### src/rtl/pipeadder_if.sv
// Operand/result handshake bundle for pipeadder.
// The ci signal exists only when PIPEADDER_CI_EN is defined.
interface pipeadder_if #(
    parameter int unsigned DATA_WIDTH = 32
) ();
    logic                  in_valid;
    logic                  in_ready;
    logic [DATA_WIDTH-1:0] a;
    logic [DATA_WIDTH-1:0] b;
    logic                  sub;
`ifdef PIPEADDER_CI_EN
    logic                  ci;
`endif
    logic                  out_valid;
    logic                  out_ready;
    logic [DATA_WIDTH-1:0] sum;
    logic                  co;
    logic                  ov;

    modport master (
`ifdef PIPEADDER_CI_EN
        output ci,
`endif
        output in_valid, a, b, sub, out_ready,
        input  in_ready, out_valid, sum, co, ov
    );

    modport slave (
`ifdef PIPEADDER_CI_EN
        input  ci,
`endif
        input  in_valid, a, b, sub, out_ready,
        output in_ready, out_valid, sum, co, ov
    );
endinterface

### src/rtl/pipeadder.sv
// Segmented carry-chain adder/subtractor, one segment per pipeline stage.
// Optional carry/borrow-in port enabled by defining PIPEADDER_CI_EN.
module pipeadder #(
    parameter int unsigned DATA_WIDTH = 32,
    parameter int unsigned STAGES     = 4
) (
    input  logic       clk,
    input  logic       rst_n,
    pipeadder_if.slave bus
);
    localparam int unsigned SEG = DATA_WIDTH / STAGES;

    logic                  en;
    logic                  cin;
    logic                  c0;
    logic [DATA_WIDTH-1:0] bx;
    logic                  out_valid_q;
    logic [DATA_WIDTH-1:0] sum_q;
    logic                  co_q;
    logic                  ov_q;

    // Whole pipeline advances in lockstep; only the output slot can block it.
    assign en           = !out_valid_q || bus.out_ready;
    assign bus.in_ready = en;

`ifdef PIPEADDER_CI_EN
    assign cin = bus.ci;
`else
    assign cin = 1'b0;
`endif

    assign bx = bus.sub ? ~bus.b : bus.b;
    assign c0 = bus.sub ^ cin;

    for (genvar k = 0; k < STAGES; k++) begin : g_stg
        localparam int unsigned InW = (STAGES - k) * SEG;

        logic [InW-1:0]       a_in;
        logic [InW-1:0]       b_in;
        logic                 c_in;
        logic                 v_in;
        logic [SEG-1:0]       s_seg;
        logic                 c_out;
        logic [(k+1)*SEG-1:0] s_all;

        assign {c_out, s_seg} = {1'b0, a_in[SEG-1:0]} + {1'b0, b_in[SEG-1:0]}
                              + {{SEG{1'b0}}, c_in};

        if (k == 0) begin : g_src
            assign a_in  = bus.a;
            assign b_in  = bx;
            assign c_in  = c0;
            assign v_in  = bus.in_valid;
            assign s_all = s_seg;
        end else begin : g_src
            assign a_in  = g_stg[k-1].g_mid.a_q;
            assign b_in  = g_stg[k-1].g_mid.b_q;
            assign c_in  = g_stg[k-1].g_mid.c_q;
            assign v_in  = g_stg[k-1].g_mid.v_q;
            assign s_all = {s_seg, g_stg[k-1].g_mid.s_q};
        end

        if (k < STAGES - 1) begin : g_mid
            // Lower sum segments accumulate; unused upper operand segments shrink.
            logic                 v_q;
            logic                 c_q;
            logic [(k+1)*SEG-1:0] s_q;
            logic [InW-SEG-1:0]   a_q;
            logic [InW-SEG-1:0]   b_q;

            always_ff @(posedge clk) begin
                if (!rst_n) begin
                    v_q <= 1'b0;
                end else if (en) begin
                    v_q <= v_in;
                end
            end

            always_ff @(posedge clk) begin
                if (en) begin
                    c_q <= c_out;
                    s_q <= s_all;
                    a_q <= a_in[InW-1:SEG];
                    b_q <= b_in[InW-1:SEG];
                end
            end
        end else begin : g_last
            logic c_msb;

            // Carry into the MSB recovered from the MSB sum bit.
            assign c_msb = a_in[SEG-1] ^ b_in[SEG-1] ^ s_seg[SEG-1];

            always_ff @(posedge clk) begin
                if (!rst_n) begin
                    out_valid_q <= 1'b0;
                    sum_q       <= '0;
                    co_q        <= 1'b0;
                    ov_q        <= 1'b0;
                end else if (en) begin
                    out_valid_q <= v_in;
                    sum_q       <= s_all;
                    co_q        <= c_out;
                    ov_q        <= c_msb ^ c_out;
                end
            end
        end
    end

    assign bus.out_valid = out_valid_q;
    assign bus.sum       = sum_q;
    assign bus.co        = co_q;
    assign bus.ov        = ov_q;
endmodule

### src/flat_wrapper.sv
// flat-port wrapper written by rule: the top's interface ports become plain ports
module pipeadder_flat 
#(
    parameter int unsigned DATA_WIDTH = 32,
    parameter int unsigned STAGES     = 4
)
  (clk, rst_n, bus_in_valid, bus_a, bus_b, bus_sub, bus_out_ready, bus_in_ready, bus_out_valid, bus_sum, bus_co, bus_ov);
  pipeadder_if #(.DATA_WIDTH(DATA_WIDTH)) bus_i ();
  input  logic clk;
  input  logic rst_n;
  input wire logic [$bits(bus_i.in_valid)-1:0] bus_in_valid;
  input wire logic [$bits(bus_i.a)-1:0] bus_a;
  input wire logic [$bits(bus_i.b)-1:0] bus_b;
  input wire logic [$bits(bus_i.sub)-1:0] bus_sub;
  input wire logic [$bits(bus_i.out_ready)-1:0] bus_out_ready;
  output wire logic [$bits(bus_i.in_ready)-1:0] bus_in_ready;
  output wire logic [$bits(bus_i.out_valid)-1:0] bus_out_valid;
  output wire logic [$bits(bus_i.sum)-1:0] bus_sum;
  output wire logic [$bits(bus_i.co)-1:0] bus_co;
  output wire logic [$bits(bus_i.ov)-1:0] bus_ov;
  assign bus_i.in_valid = bus_in_valid;
  assign bus_i.a = bus_a;
  assign bus_i.b = bus_b;
  assign bus_i.sub = bus_sub;
  assign bus_i.out_ready = bus_out_ready;
  assign bus_in_ready = bus_i.in_ready;
  assign bus_out_valid = bus_i.out_valid;
  assign bus_sum = bus_i.sum;
  assign bus_co = bus_i.co;
  assign bus_ov = bus_i.ov;
  pipeadder #(.DATA_WIDTH(DATA_WIDTH), .STAGES(STAGES)) u_core (.clk(clk), .rst_n(rst_n), .bus(bus_i));
endmodule
### config.mk
export PLATFORM = sky130hd
export DESIGN_NAME = pipeadder_flat
export DESIGN_NICKNAME = d
export VERILOG_FILES = /design/src/rtl/pipeadder_if.sv /design/src/rtl/pipeadder.sv /design/src/flat_wrapper.sv
export SDC_FILE = /design/constraint.sdc
export NUM_CORES = 1
export LEC_CHECK = 0
export CAP_MARGIN = 25
export CORE_MARGIN = 2
export CORE_UTILIZATION = 54
export CTS_BUF_LIST = sky130_fd_sc_hd__clkbuf_16
export CTS_CLUSTER_SIZE = 25
export DETAILED_ROUTE_END_ITERATION = 8
export PLACE_DENSITY = 0.9
export RECOVER_POWER = 100
export SETUP_SLACK_MARGIN = 0.4
export SLEW_MARGIN = 25
export SYNTH_ARGS = -nofsm -noshare
export SYNTH_HDL_FRONTEND = slang
export SYNTH_SLANG_ARGS = --single-unit
### constraint.sdc
create_clock -name clk -period 10.23 [get_ports clk]
set_input_delay 2.046 -clock clk [delete_from_list [all_inputs] [get_ports clk]]
set_output_delay 2.046 -clock clk [all_outputs]
set_load 0.01 [all_outputs]
* After elaboration in Yosys (flattened, before gate mapping)
Cells that the tools add are included.
Cells by class: $add $sub $neg 8, muxes and demuxes 1, bitwise operators 4, reductions and logical operators 2
Operator list (count):
- $add 8x8->9 | 4
- $add 9x1->9 | 4
- $mux 32 | 1
- $not 32->32 | 1
- $xor 1x1->1 | 3
- $logic_not 1->1 | 1
- $logic_or 1x1->1 | 1
Storage, ports and cells: register bits 185, input port bits 69, output and inout port bits 36, logic and storage cells 34

* Longest topological paths before layout
depth in word-level cells 4, gate-level depth with buffers 9

* Least setup slack after synthesis
OpenSTA, ideal clock, no wires.
kind input port to output port, from in bus_out_ready, to out bus_in_ready, arrival time 6569 ps, required time 8184 ps, slack 1615 ps, cell stages on the path 4, path buffers 2, path through nor2b_1 > buf_2 > inv_2 > clkbuf_1
Between the ends: word-level cells in the longest chain between the ends 1
RTL lines:
- start, declared | RTL line flat_wrapper.sv:15 | input wire logic [$bits(bus_i.out_ready)-1:0] bus_out_ready;
- $logic_or 1x1->1 | RTL line pipeadder.sv:23 | assign en = !out_valid_q || bus.out_ready;
- end, declared | RTL line flat_wrapper.sv:16 | output wire logic [$bits(bus_i.in_ready)-1:0] bus_in_ready;
Every way passes these cells.

* Worst setup path after layout
from in bus_out_ready, to reg u_core.sum_q[27], in the netlist u_core.bus.sum[27]
Between the ends: word-level cells in the longest chain between the ends 1
RTL lines:
- $logic_or 1x1->1 | RTL line pipeadder.sv:23
- end signal, assigned | RTL line pipeadder.sv:101 | sum_q <= s_all;
- end, declared | RTL line pipeadder.sv:18 | logic [DATA_WIDTH-1:0] sum_q;
Every way passes these cells. A chain may end at the register's enable or synchronous reset.

==> impl_metrics.toml <==
[sta]
finalHoldViolations = 0
tns_ps = 0
slew_headroom = -1.95
skew_ps = 5.15
rsz0062_at_grt = "false"
max_freq_mhz = 142
drv_slew = 128
setup_ws_ps = 3200
min_period_over_period = 0.688
tightest_slew_ps = 4420
setup-violations-final = 0
fin_crit_ps = 7030

[yosys]
synth_top_area_frac = 0.602
syn_inst = 496
yosys_warnings = 0
async_reset_ff_frac = 0
synth_cell_types = 35
synth_area_per_cell_sq_um = 14.8
synthFlopType = "edfxtp_1"
syn_nets = 600
netlist_top_cells_area = "edfxtp_1, dfxtp_1, ha_1, xor2_1, nand2_1"
ys_ff_latch = 185
synth_edf_count = 147
ys_seq_area_frac = 0.706
yosysTopAreaCell = "edfxtp_1"
syn_area_sq_mm = 0.00733

[global_route]
track_usage = 0.173
grt_overflow = 0
grt_pass1_vias = 4035
grt_pass1_wl_microns = 19000
grt_max_degree = 97
antenna_found_initial = 0

[clock_network]
post-cts-setup-buffers = 0
clk_pin_slew_worst_paths_ps = 60
cts_tree = "built"
clk_path_buf_depth = 2
clk_latency_ps = 420
clock_sinks = 185
root_buffer = "clkbuf_16"
cts.repair.resized = 0
htree_num_levels = 4
ctsHoldBuffers = 0
cts_made_buffers = 17

[final_layout]
nNetsFinal = 709
stdcell_area_sq_mm = 0.00909
area_delta_synth_final_pct = 24.0
drive_above_1_share = 0.0469
num-fill-cells = 918
antenna_cells = 0

[floorplanning]
chipWidth_microns = 121
coreArea_sq_mm = 0.0132
num_rows = 42
initial_core_util = 0.554
dieArea_sq_mm = 0.0145
die_h_microns = 121
ios = 105

[setup_path]
crit_chain = "dlygate4sd3_1, nor2b_4, inv_6, clkbuf_1, o21ai_0, o21ai_0, and2_0"
crit_type = "primary input to flip-flop"
endpoint_kind = "flip-flop"
worst_ep_arrival_time_ps = 7400
cp_slowest_cell = "clkbuf_1"
required_ps = 10590
cpPeakStageDelay_ps = 3160
crit_top_cell = "o21ai_0"
cp_max_fo = 96
startpoint_type = "primary input"

[power_and_ir_drop]
powerDensity_mw_per_mm2 = 205
irDropWorstVdd_mv = 0.113
p_leak_nw = 3.62

[drt]
wl_microns = 11800
dr.first_iter.drc_count = 305
vias = 4105
vias_per_cell = 5.17
drc = 0
ant_nets = 0
post_drt_wl_per_cell_microns = 14.9
dr.pass1.iters = 5

[placed_design]
pre_cts_slack_ps = 3790
hpwl_microns = 7950
placed_area_sq_mm = 0.00855
gp_congestion = 0.928
port_buffers = 104

[status]
status = "complete, but fails checks"
violations = "capacitance limit, slew limit"

[flow_run]
drv_cap = 2

[hold_path]
min_path_type = "flip-flop to flip-flop"
[kinds of logic after synthesis]
logic type | Yosys count | share of synthesized area
flops | 185 | 0.706
compound gates | 101 | 0.0962
simple gates | 98 | 0.0558
xor+xnor | 50 | 0.0597
fa+ha+maj | 35 | 0.0669
buf+inv | 26 | 0.0143
mux | 1 | 0.00137
[flip-flops by register name, indices dropped and copies added, names as in the netlist]
name                    flops
u_core.g_stg.g_mid.c_q      3
u_core.g_stg.g_mid.b_q     48
u_core.bus.out_valid        1
u_core.g_stg.g_mid.v_q      3
u_core.bus.sum             32
u_core.g_stg.g_mid.a_q     48
u_core.bus.co               1
u_core.bus.ov               1
u_core.g_stg.g_mid.s_q     48
[cell usage after synthesis (all sizes together) (2+ instances only)]
cell,n
nand4,2
inv,10
clkbuf,8
nor2b,2
xor2,39
buf,8
nor2,15
dfxtp,38
nand3,3
fa,7
a21boi,31
nand3b,2
o21bai,7
o21ai,13
a21oi,16
nor4,2
xnor2,11
edfxtp,147
ha,28
o21a,5
nor3,2
a21o,12
and2,2
a211oi,6
o211ai,6
o211a,4
nand2,66
[metal layers]
| metal | wire [microns] | GRT usage |
|---|---|---|
| met1 | 4530 | 0.190 |
| met2 | 6510 | 0.309 |
| met3 | 593 | 0.0495 |
| met4 | 196 | 0.0836 |
| met5 | 0 | 0 |
[cells in the final DEF (no fill, tap or decap), types with 2 or more instances in the layout]
| cell type | n |
|---|---|
| clkbuf_16 | 17 |
| a21oi_1 | 16 |
| fa_1 | 7 |
| a211oi_1 | 4 |
| o21bai_1 | 7 |
| a211oi_2 | 2 |
| o211ai_1 | 6 |
| clkinv_2 | 2 |
| o21a_1 | 5 |
| xnor2_1 | 11 |
| and2_0 | 2 |
| o21ai_0 | 13 |
| xor2_1 | 39 |
| a21o_1 | 12 |
| nand3b_1 | 2 |
| clkbuf_1 | 2 |
| inv_1 | 14 |
| clkinv_1 | 3 |
| nor2_1 | 15 |
| dfxtp_1 | 38 |
| dlygate4sd3_1 | 62 |
| nor3_1 | 2 |
| nand3_1 | 3 |
| clkinvlp_4 | 3 |
| o211a_1 | 4 |
| nand4_1 | 2 |
| bufinv_16 | 2 |
| clkdlybuf4s50_1 | 41 |
| ha_1 | 28 |
| nand2_1 | 66 |
| edfxtp_1 | 147 |
| a21boi_0 | 31 |
| nor4_1 | 2 |
[power breakdown]
part / internal [mW] / switching (mW)
Combinational: 0.136 / 0.129
Clock: 0.351 / 0.250
Sequential: 0.957 / 0.0422
[worst max-delay path: cells and delay by family]
kind                   cells  cell delay [ps]
AO/OA/AOI/OAI              2              620
buffers and inverters      3             4350
AND/OR/NAND/NOR            2              310
[final cells by class]
cell class / count / area (sq um) / area share
Sequential cell: 185 / 5170 / 0.569
Multi-Input combinational cell: 285 / 2060 / 0.227
Inverter: 10 / 42.5 / 0.00468
Clock buffer: 17 / 425 / 0.0468
Timing Repair Buffer: 106 / 1050 / 0.115
Clock inverter: 15 / 123 / 0.0135
Tap cell: 176 / 220 / 0.0242
[through the flow]
stage               cells   util  hold slack [ps]  total power, mW
global route          794  0.687              423             1.95
detailed placement    762  0.646              405             1.29
CTS                   794  0.687              418             1.89
global placement      762  0.646              400             1.27
finish                794  0.687              418             1.87
floorplan             496      -              400             1.16
[final timing paths]
kind | start | cells past startpoint | endpoint | slack (ps)
worst max-delay path | bus_out_ready | 7 | u_core.bus.sum[27]$_SDFFE_PN0P_ | 3200
worst min-delay path | u_core.g_stg[1].g_mid.b_q[13]$_DFFE_PP_ | 0 | u_core.g_stg[2].g_mid.b_q[5]$_DFFE_PP_ | 420
worst min register to register | u_core.g_stg[1].g_mid.b_q[13]$_DFFE_PP_ | 0 | u_core.g_stg[2].g_mid.b_q[5]$_DFFE_PP_ | 420
worst max register to register | u_core.bus.out_valid$_SDFFE_PN0P_ | 6 | u_core.bus.sum[27]$_SDFFE_PN0P_ | 5030
(Power assumes the default switching activity.)
